--- src/rtl/cla_accum_ctrl.sv ---
// cla_accum_ctrl: sequencing stage around the 4-bit carry-lookahead adder.
// Holds adder inputs stable while the sum settles, then folds it into an accumulator.
`timescale 1ns/1ps
module cla_accum_ctrl #(
    parameter int WIDTH         = 4,
    parameter int SETTLE_CYCLES = 2,
    parameter int COUNT_W       = 4
) (
    input  logic               clk,
    input  logic               reset,
    input  logic               in_valid,
    output logic               in_ready,
    input  logic [WIDTH-1:0]   in_data,
    input  logic               clear,
    output logic [WIDTH-1:0]   add_a,
    output logic [WIDTH-1:0]   add_b,
    input  logic [WIDTH-1:0]   add_s,
    input  logic               add_o,
    output logic [WIDTH-1:0]   acc_out,
    output logic               acc_valid,
    output logic               ovf_sticky,
    output logic [COUNT_W-1:0] op_count
);

    typedef enum logic [1:0] {
        IDLE    = 2'd0,
        SETTLE  = 2'd1,
        CAPTURE = 2'd2
    } state_e;

    localparam logic [3:0] CNT_INIT = 4'(SETTLE_CYCLES - 1);

    state_e             state_q, state_d;
    logic [3:0]         cnt_q, cnt_d;
    logic               clr_pend_q, clr_pend_d;
    logic [WIDTH-1:0]   acc_q, acc_d;
    logic [WIDTH-1:0]   a_q, a_d;
    logic [WIDTH-1:0]   b_q, b_d;
    logic               ovf_q, ovf_d;
    logic [COUNT_W-1:0] ops_q, ops_d;
    logic               vld_q, vld_d;

    assign in_ready   = (state_q == IDLE) & ~reset;
    assign add_a      = a_q;
    assign add_b      = b_q;
    assign acc_out    = acc_q;
    assign acc_valid  = vld_q;
    assign ovf_sticky = ovf_q;
    assign op_count   = ops_q;

    // Next-state and datapath update for the accept / settle / capture sequence
    always_comb begin
        state_d    = state_q;
        cnt_d      = cnt_q;
        clr_pend_d = clr_pend_q;
        acc_d      = acc_q;
        a_d        = a_q;
        b_d        = b_q;
        ovf_d      = ovf_q;
        ops_d      = ops_q;
        vld_d      = 1'b0;

        unique case (state_q)
            IDLE: begin
                b_d = '0;
                if (clear) begin
                    acc_d = '0;
                    ovf_d = 1'b0;
                    ops_d = '0;
                end else if (in_valid && in_ready) begin
                    b_d     = in_data;
                    cnt_d   = CNT_INIT;
                    state_d = SETTLE;
                end
            end
            SETTLE: begin
                if (clear) begin
                    clr_pend_d = 1'b1;
                end
                if (cnt_q == 4'd0) begin
                    state_d = CAPTURE;
                end else begin
                    cnt_d = cnt_q - 4'd1;
                end
            end
            CAPTURE: begin
                if (clr_pend_q || clear) begin
                    acc_d = '0;
                    ovf_d = 1'b0;
                    ops_d = '0;
                end else begin
                    acc_d = add_s;
                    ovf_d = ovf_q | add_o;
                    ops_d = ops_q + COUNT_W'(1);
                    vld_d = 1'b1;
                end
                b_d        = '0;
                clr_pend_d = 1'b0;
                state_d    = IDLE;
            end
            default: begin
                state_d = IDLE;
            end
        endcase

        // Operand A tracks the accumulator except while the adder settles.
        if (state_q != SETTLE) begin
            a_d = acc_d;
        end
    end

    // State and datapath registers, cleared asynchronously on reset
    always_ff @(posedge clk or posedge reset) begin
        if (reset) begin
            state_q    <= IDLE;
            cnt_q      <= '0;
            clr_pend_q <= 1'b0;
            acc_q      <= '0;
            a_q        <= '0;
            b_q        <= '0;
            ovf_q      <= 1'b0;
            ops_q      <= '0;
            vld_q      <= 1'b0;
        end else begin
            state_q    <= state_d;
            cnt_q      <= cnt_d;
            clr_pend_q <= clr_pend_d;
            acc_q      <= acc_d;
            a_q        <= a_d;
            b_q        <= b_d;
            ovf_q      <= ovf_d;
            ops_q      <= ops_d;
            vld_q      <= vld_d;
        end
    end

endmodule

--- config.mk ---
export PLATFORM = sky130hd
export DESIGN_NAME = cla_accum_ctrl
export DESIGN_NICKNAME = d
export VERILOG_FILES = /design/src/rtl/cla_accum_ctrl.sv
export SDC_FILE = /design/constraint.sdc
export NUM_CORES = 1
export LEC_CHECK = 0
export CAP_MARGIN = 0
export CELL_PAD_IN_SITES_DETAIL_PLACEMENT = 0
export CELL_PAD_IN_SITES_GLOBAL_PLACEMENT = 1
export CORE_ASPECT_RATIO = 0.9
export CORE_MARGIN = 2
export CORE_UTILIZATION = 32
export DETAILED_ROUTE_END_ITERATION = 12
export PLACE_DENSITY_LB_ADDON = 0.05
export SYNTH_ARGS = -nofsm -noshare
export SYNTH_HDL_FRONTEND = slang
export SYNTH_SLANG_ARGS = --single-unit
--- constraint.sdc ---
create_clock -name clk -period 1.7 [get_ports clk]
set_input_delay 0.425 -clock clk [delete_from_list [all_inputs] [get_ports clk]]
set_output_delay 0.425 -clock clk [all_outputs]
set_load 0.01 [all_outputs]
==> results by stage, run 1 <==
Yosys:
- The count of flip-flops with a built-in enable after synthesis is 0.
- The mean instance size in the synthesized netlist is 11.1 sq um.
- The number of synthesis warnings is 0.
- Ranked by instance count, the synthesized netlist is headed by 25 x dfrtp_1, 9 x nand2_1, 8 x inv_1, 7 x nor2b_1.
- The mapped netlist covers 1180 sq um.
- Of all flip-flops after synthesis, the portion carrying an async set or reset was 1.00.
- When the netlist entered floorplanning its net count stood at 122.
- The share of synthesized area in the top cell type comes to 0.531.
- The number of distinct library cells after synthesis is 29.
- The most used flip-flop cell after synthesis is dfrtp_1.
- For this run, the register share of the synthesized area comes to 0.531.
- After synthesis, the cell types taking the most area are dfrtp_1 53%, a22o_1 4.5%, nor2b_1 3.7%.
- The number of flip-flops and latches in the synthesized netlist is 25.
- The most used standard cell by instance count after synthesis is dfrtp_1.
- The cell type contributing the most total cell area after synthesis is dfrtp_1.
- The post-synthesis cell count is 106.

Power:
- The clock share of power is 0.177.
- For this design the static power due to leakage is 0.806 nW.
- The switching part of the total is 0.330.
- The power density of the placed cells is 1160 nW/um^2.
- The switching component of the power is 0.660 mW.
- The internal power component is 1.34 mW.
- The worst voltage drop across the vdd grid is 0.744 mV.
- The sequential fraction of design power is 0.406.
- The share of total power dissipated in combinational logic is 0.417.

Clocking:
- The CTS tree is done.
- In this run the number of H-tree levels came out at 1.
- The largest buffer count on any clock path is 2.
- The clock network latency to the later pin of the worst-skew pair is 270 ps.
- In this run, post-CTS hold repair placed 0 buffers.
- The number of clock sinks is 25.
- The CTS buffer count is 3.
- The cell at the root of the clock tree is clkbuf_8.
- Clock-pin slew was measured on the worst setup and hold paths at 80 ps.

Timing:
- Setup repair after global routing left no endpoint under its margin.
- The max-slew violation total from the final report is 0.
- The worst pin sits at a relative slew slack of 0.769.
- Clock skew on the completed layout was measured at 6.17 ps.
- The transition at the pin with the smallest max-transition slack is 346 ps.
- For this run, the top clock speed supported by timing is 610 MHz.
- The count of endpoints failing hold in the final timing report is 0.
- The final worst-path cycle share is 0.964.
- The time the worst path needs with I/O delays and setup is 1640 ps.
- Setup violations remaining at the end of the flow were counted as 0.

Worst setup path:
- The worst reg2reg path depth is 5.
- The worst setup path endpoint is cnt_q[1]$_DFFE_PP0P_.
- The minimum setup slack among reg-to-reg paths is 90 ps.
- The most critical setup path has its startpoint at clear.
- The slowest stage of the critical path belongs to the cell or4_4.
- Data on the critical path arrives at its endpoint at 1790 ps.
- The worst setup path category is in2reg.
- The worst setup path is captured at a flop.
- The worst reg2reg path startpoint is cnt_q[1]$_DFFE_PP0P_.
- The destination of the worst register-to-register timing path is cnt_q[1]$_DFFE_PP0P_.
- STA puts the critical path data required time at 1860 ps.
- STA classifies the critical path startpoint as an input pin.
- Of all nets on the critical path, the largest fanout is 3.
- The signal on the critical path passes through clkdlybuf4s50_1, or4_4, a2bb2oi_4, mux2_4.
- On the worst path, the slowest cell contributes a delay of 460 ps.

Finish:
- In the final layout, the share of cells above drive strength 1 is 0.201.
- The count of inserted antenna diode cells is 0.
- The filler cell count in the final layout is 334.
- The net total in the final layout is 171.
- The final instance count without filler cells is 198.
- The synthesis-to-layout area growth is 46.3%.
- For this run, the share of the core covered by cells in the final layout is 0.499.

Global route:
- Global routing finished with a remaining overflow of 0.
- The wire length of the first global-routing pass is 4240 microns.
- The via count of the first global-routing pass is 973.
- In the global route stage, overall resource usage came out at 0.136.
- The initial antenna violation count was 0.
- Entering global routing, the biggest net connects 19 pins.

Placed design:
- The congestion estimate from routability-driven global placement came to 0.738.
- The placed wire-length estimate is 1830 microns.
- Port buffering added 31 buffers.
- After detailed placement, the design holds a cell count of 190.

Floorplanning:
- After floorplanning, the core was divided into 20 placement rows.
- The initial utilization of the core area, before any placement, comes to 0.341.
- In this run the vertical extent of the chip is 61.5 microns.
- The die area is 4180 sq um.
- During I/O placement, the number of pins put on the boundary was 32.
- The floorplan die width is 67.9 microns.
- The area of the core is 3450 sq um.

Drt:
- The total wire length after detailed routing is 2450 microns.
- In the routed design, unresolved DRC markers number 0.
- For this block, the via count after detailed routing is 971.
- The count of nets left with antenna violations once routing finished came out at 0.
- Dividing the detail-routed via count by the number of cells gives 4.90.
- In the final routed layout, each cell accounts on average for 12.4 microns.
- The detailed router finished its first iteration with 37 violations.
- The pre-antenna-repair detailed-routing pass consisted of 4 iterations.

Run status:
- The flow ran to the end, and the final reports show no timing, DRC or antenna violations.

Flow run:
- The max-capacitance violation count is 0.

Worst hold path:
- The class of the worst hold path is in2async.
## metal layers
layer | track usage | share of wire
met5 | 0 | 0
met4 | 0.0171 | 0.0053
met3 | 0.0439 | 0.045
met2 | 0.241 | 0.50
met1 | 0.168 | 0.45
## metrics by stage
| stage | hold slack [ps] | power (mW) | worst slack, ps | instance area (sq um) | TNS [ps] |
|---|---|---|---|---|---|
| after floorplan | 431 | 1.30 | 16.4 | 1190 | 0 |
| after global placement | 458 | 1.62 | -326 | 1640 | -2190 |
| after detailed placement | 462 | 1.64 | -345 | 1640 | -2560 |
| after CTS | 286 | 2.04 | 27.7 | 1710 | 0 |
| after global routing | 298 | 2.16 | 6.72 | 1720 | 0 |
| final | 288 | 2.00 | 61.3 | 1720 | 0 |
## power groups by stage
| stage | registers (mW) | clock network [mW] | logic (mW) |
|---|---|---|---|
| floorplan | 0.827 | 0 | 0.471 |
| global placement | 0.821 | 0 | 0.800 |
| detailed placement | 0.821 | 0 | 0.818 |
| CTS | 0.815 | 0.373 | 0.848 |
| global route | 0.832 | 0.396 | 0.932 |
| finish | 0.814 | 0.355 | 0.834 |
## worst min path at each step
stage	startpoint	end	slack, ps
final	reset	add_b[0]$_DFFE_PP0N_	290
after floorplan	cnt_q[3]$_DFFE_PP0P_	cnt_q[3]$_DFFE_PP0P_	430
after global routing	reset	add_b[3]$_DFFE_PP0N_	300
after CTS	reset	add_b[2]$_DFFE_PP0N_	290
after global placement	cnt_q[3]$_DFFE_PP0P_	cnt_q[3]$_DFFE_PP0P_	460
after detailed placement	cnt_q[3]$_DFFE_PP0P_	cnt_q[3]$_DFFE_PP0P_	460
## kinds of logic (layout without fill, tap and decap cells)
| kind of cell | Yosys count | count (layout) | share of synthesized area |
|---|---|---|---|
| AND/OR/NAND/NOR | 32 | 32 | 0.148 |
| AO/OA/AOI/OAI | 27 | 27 | 0.173 |
| flip-flops | 25 | 25 | 0.531 |
| buffers and inverters | 12 | 60 | 0.0457 |
| multiplexers | 7 | 7 | 0.0701 |
| adder cells (fa/ha/maj) | 3 | 3 | 0.0319 |
## registers in the layout, indices dropped and copies added (netlist names)
name	flops
state_q	2
ovf_sticky	1
clr_pend_q	1
op_count	4
cnt_q	4
add_a	4
add_b	4
acc_valid	1
acc_out	4
## layout by cell type, fill, tap and decap left out, types with 2 or more instances in the layout
cell type and n:
inv_1 8, nor2b_1 7, dfrtp_1 25, mux2_4 2
ha_1 3, a22o_1 6, a21oi_1 4, o21ai_0 6
a221oi_1 3, nand3_1 3, buf_4 16, clkdlybuf4s50_1 29
nand2_1 9, nor2_1 6, clkbuf_8 3, mux2i_1 3
mux2_2 2, a31oi_1 3
## worst max-delay path: cells and delay by family
kind | cells | cell delay (ps)
AO/OA/AOI/OAI | 1 | 170
AND/OR/NAND/NOR | 1 | 460
multiplexers | 1 | 300
buffers and inverters | 1 | 430
## cell type report
type,count,area [sq um],area share
Inverter,8,30.0,0.0174
Multi-Input combinational cell,69,517,0.300
Timing Repair Buffer,48,450,0.261
Clock buffer,4,45.0,0.0261
Sequential cell,25,626,0.363
Tap cell,44,55.1,0.0320
## timing repair
item                                    4_1_cts  5_1_grt
gates resized for setup                       6        0
pin swaps                                     2        0
endpoints found under the setup margin        3        2
buffers inserted                              2        2
(Power assumes the default switching activity.)
==> inputs of run 2 (changes only) <==
--- a/config.mk
+++ b/config.mk
@@ -12,6 +12,7 @@
 export CORE_MARGIN = 2
 export CORE_UTILIZATION = 32
 export DETAILED_ROUTE_END_ITERATION = 12
+export HOLD_SLACK_MARGIN = 0.03
 export PLACE_DENSITY_LB_ADDON = 0.05
 export SYNTH_ARGS = -nofsm -noshare
 export SYNTH_HDL_FRONTEND = slang
==> results of run 2 <==
Final layout, timing and power as in run 1 (identical DEF).
==> inputs of run 3 (changes only) <==
--- a/config.mk
+++ b/config.mk
@@ -12,6 +12,7 @@
 export CORE_MARGIN = 2
 export CORE_UTILIZATION = 32
 export DETAILED_ROUTE_END_ITERATION = 12
+export GPL_TIMING_DRIVEN = 0
 export HOLD_SLACK_MARGIN = 0.03
 export PLACE_DENSITY_LB_ADDON = 0.05
 export SYNTH_ARGS = -nofsm -noshare
==> constraint.sdc (replaced) <==
create_clock -name clk -period 1.44 [get_ports clk]
set_input_delay 0.36 -clock clk [delete_from_list [all_inputs] [get_ports clk]]
set_output_delay 0.36 -clock clk [all_outputs]
set_load 0.01 [all_outputs]
==> run 3 against run 2 <==
  * The flow now finishes with violations (negative setup slack)
  * Register-to-register slack worse by 280 ps
  * Non-clock buffer count rose by 5
  * Die area unchanged
  * Total power rose by 28%
  * Combinational power rose by 43%
  * Critical path depth rose by 1
  * Global-route usage shrank 0.099 points
  * Utilization grew 2.0 points
  * Flip-flop and latch count did not move
  * Clock-buffer cell count stayed put
  * Worst setup slack lost 250 ps
  * Highest routed layer unchanged
==> results by stage, run 3 (synthesis results as in run 1) <==
Run status:
- The flow ran to the end, but the final reports show violations.
- The checks that failed: negative setup slack.

Worst setup path:
- The capturing element type of the critical path is a flop.
- The setup path with the least slack is of type reg2reg.
- The kind of start point of the critical path is a flop.
- The required time at the worst-slack endpoint was 1600 ps (-260 ps).
- The data arrival at the endpoint of the critical path came to 1790 ps (about the same).
- The worst-path maximum fanout is 4 (+1).

Placed design:
- The routability-driven placement congestion ratio came to 0.751 (+1.8%).
- The post-placement cell count was 180 (-5.3%).
- The placed wire-length estimate came to 1740 microns (-5.1%).
- The count of buffers inserted at the top-level ports is 30 (-3.2%).
- The area after detailed placement came to 1550 sq um (-5.7%).

Drt:
- The initial DRC count is 31 (-16%).
- The count of unresolved DRC violations after routing is 0 (unchanged).
- The final routed wire length divided by cell count was 13.1 microns (+5.8%).
- The total wire length after detailed routing is 2660 microns (+8.5%).
- The total via count after detailed routing is 997 (+2.7%).
- The residual antenna-violating net count after detailed routing is 0 (unchanged).
- The number of detailed-route iterations in the first pass came to 4 (unchanged).
- The via-per-instance ratio is 4.91 (+0.15%).

Timing:
- The worst slack on hold paths is 403 ps (+114 ps).
- The maximum clock rate is 612 MHz.
- The headroom to the max-slew limit was 0.357 (-0.412).
- The worst clock skew is 5.75 ps (-0.420 ps).
- Setup repair after global routing could not meet its margin everywhere.
- The transition at the pin with the smallest max-transition slack is 963 ps (+617 ps).
- The time the worst path needs with I/O delays and setup is 1630 ps.
- The max-slew violation total from the final report came to 0 (unchanged).
- The post-route worst setup slack was -193 ps (-255 ps).
- The final worst-path cycle share is 1.13.
- The count of endpoints failing hold in the final timing report was 0 (unchanged).
- The final count of negative-setup-slack endpoints was 8 (+8).

Clocking:
- The clock network latency to the later pin of the worst-skew pair was 270 ps (about the same).
- The cell at the root of the clock tree is clkbuf_8.
- The largest buffer count on any clock path is 2 (unchanged).
- The clock transition time at the flip-flop clock pins of the worst setup and hold paths came to 90 ps (about the same).
- The number of clock sinks is 25 (unchanged).
- The CTS tree is done.
- The CTS buffer count is 3 (unchanged).
- The total number of H-tree levels is 1 (unchanged).
- The number of hold buffers added after CTS is 0 (unchanged).

Finish:
- The area occupied by registers is 627 sq um (+0.20%).
- The design area is 1790 sq um (+3.9%).
- The net total in the final layout is 176 (+2.9%).
- The count of inserted antenna diode cells is 0 (unchanged).
- In the layout the commonest cells are 24 x dfrtp_1, 18 x dlygate4sd2_1, 17 x buf_4.
- The final instance count without filler cells was 203 (+2.5%).
- The most frequent standard cell in the layout excluding fill and tap cells is dfrtp_1.
- The layout cell share with drive strength beyond 1 came to 0.270 (+0.0691).
- The multi-input logic area is 562 sq um (+8.7%).
- The synthesis-to-layout area growth is 52.1%.
- The filler cell count in the final layout is 341 (+2.1%).

Power:
- The power consumption is 2.57 mW (+28%).
- The leakage component of the power is 0.930 nW (+15%).
- The power density of the placed cells is 1440 nW/um^2 (+24%).
- The worst voltage drop across the vdd grid came to 0.696 mV (-6.5%).

Global route:
- The initial antenna violation count is 0 (unchanged).
- The via count of the first global-routing pass is 912 (-6.3%).
- The wire length of the first global-routing pass came to 4200 microns (-1.1%).
- The total track usage is 0.135 (-0.000990).
- The pin count of the biggest net entering global routing is 26 (+7).
- The total global routing overflow is 0 (unchanged).

Floorplanning:
- The die area is 4180 sq um (unchanged).
- The starting density of the core came to 0.341 (unchanged).
- The height of the die is 61.5 microns (unchanged).
- The floorplan die width is 67.9 microns (unchanged).
- The row count is 20 (unchanged).
- The number of top-level pins was 32 (unchanged).
- The area of the core is 3450 sq um (unchanged).

Flow run:
- The max-capacitance violation count is 0 (unchanged).

Worst hold path:
- The worst hold path belongs to the class in2async.
-- run 3: cell types whose count changed in the layout (fill, tap and decap cells not counted), moves of 2 or more --
cell,previous run,this run
buf_6,0,3
buf_8,0,2
clkdlybuf4s50_1,29,10
dlygate4sd2_1,1,18
inv_1,8,6
inv_2,0,2
-- run 3: path summary, 6_finish.rpt --
| check | depth (start not counted) | start | end | slack [ps] |
|---|---|---|---|---|
| worst max-delay path | 5 | cnt_q[1]$_DFFE_PP0P_ | cnt_q[1]$_DFFE_PP0P_ | -190 |
| worst min-delay path | 2 | reset | clr_pend_q$_DFFE_PP0P_ | 400 |
| worst max register to register | 5 | cnt_q[1]$_DFFE_PP0P_ | cnt_q[1]$_DFFE_PP0P_ | -190 |
| worst min register to register | 1 | op_count[2]$_DFFE_PP0P_ | op_count[2]$_DFFE_PP0P_ | 490 |
| max in group asynchronous | 2 | reset | state_q[1]$_DFFE_PP0P_ | 390 |
| min in group clk | 3 | clear | clr_pend_q$_DFFE_PP0P_ | 480 |
-- run 3: cell type report --
| type | instances | share of cell area |
|---|---|---|
| buffer | 4 | 0.0259 |
| clock buffer | 4 | 0.0252 |
| inverter | 8 | 0.0168 |
| multi-input combinational | 69 | 0.314 |
| sequential | 25 | 0.350 |
| tap | 44 | 0.0307 |
| timing repair buffer | 49 | 0.238 |
-- run 3: layer usage --
metal	part of all wire	global-route usage	wire length [microns]	up-vias
li1	-	-	-	484
met1	0.45	0.174	1190	480
met2	0.50	0.223	1320	31
met3	0.047	0.0475	126	2
met4	0.0068	0.0257	18	0
met5	0	0	0	-
-- run 3: timing repair --
action	in CTS	in global routing
resized for setup	30	15
endpoints found under the setup margin	38	44
pin swaps	2	4
buffers inserted	7	12
-- run 3: critical path, cell delays in order, from the launching register on --
cell and delay [ps]:
dfrtp_1 410, inv_2 90, ha_4 110, or3b_4 400
a2bb2oi_4 200, mux2_4 320
-- run 3: metrics by stage --
| step | setup slack [ps] | utilization | setup TNS (ps) |
|---|---|---|---|
| 5_1_grt | -238 | 0.518 | -1350 |
| 2_1_floorplan | -149 | - | -299 |
| 3_5_place_dp | -550 | 0.448 | -11040 |
| 3_3_place_gp | -541 | 0.448 | -10590 |
| 6_report | -193 | 0.518 | -896 |
| 4_1_cts | -215 | 0.476 | -2170 |
-- run 3: power by group --
group	leakage (nW)	switching, mW	total, mW	internal [mW]
clock network	0.0228	0.222	0.420	0.198
logic	0.576	0.526	1.19	0.668
registers	0.331	0.112	0.958	0.846
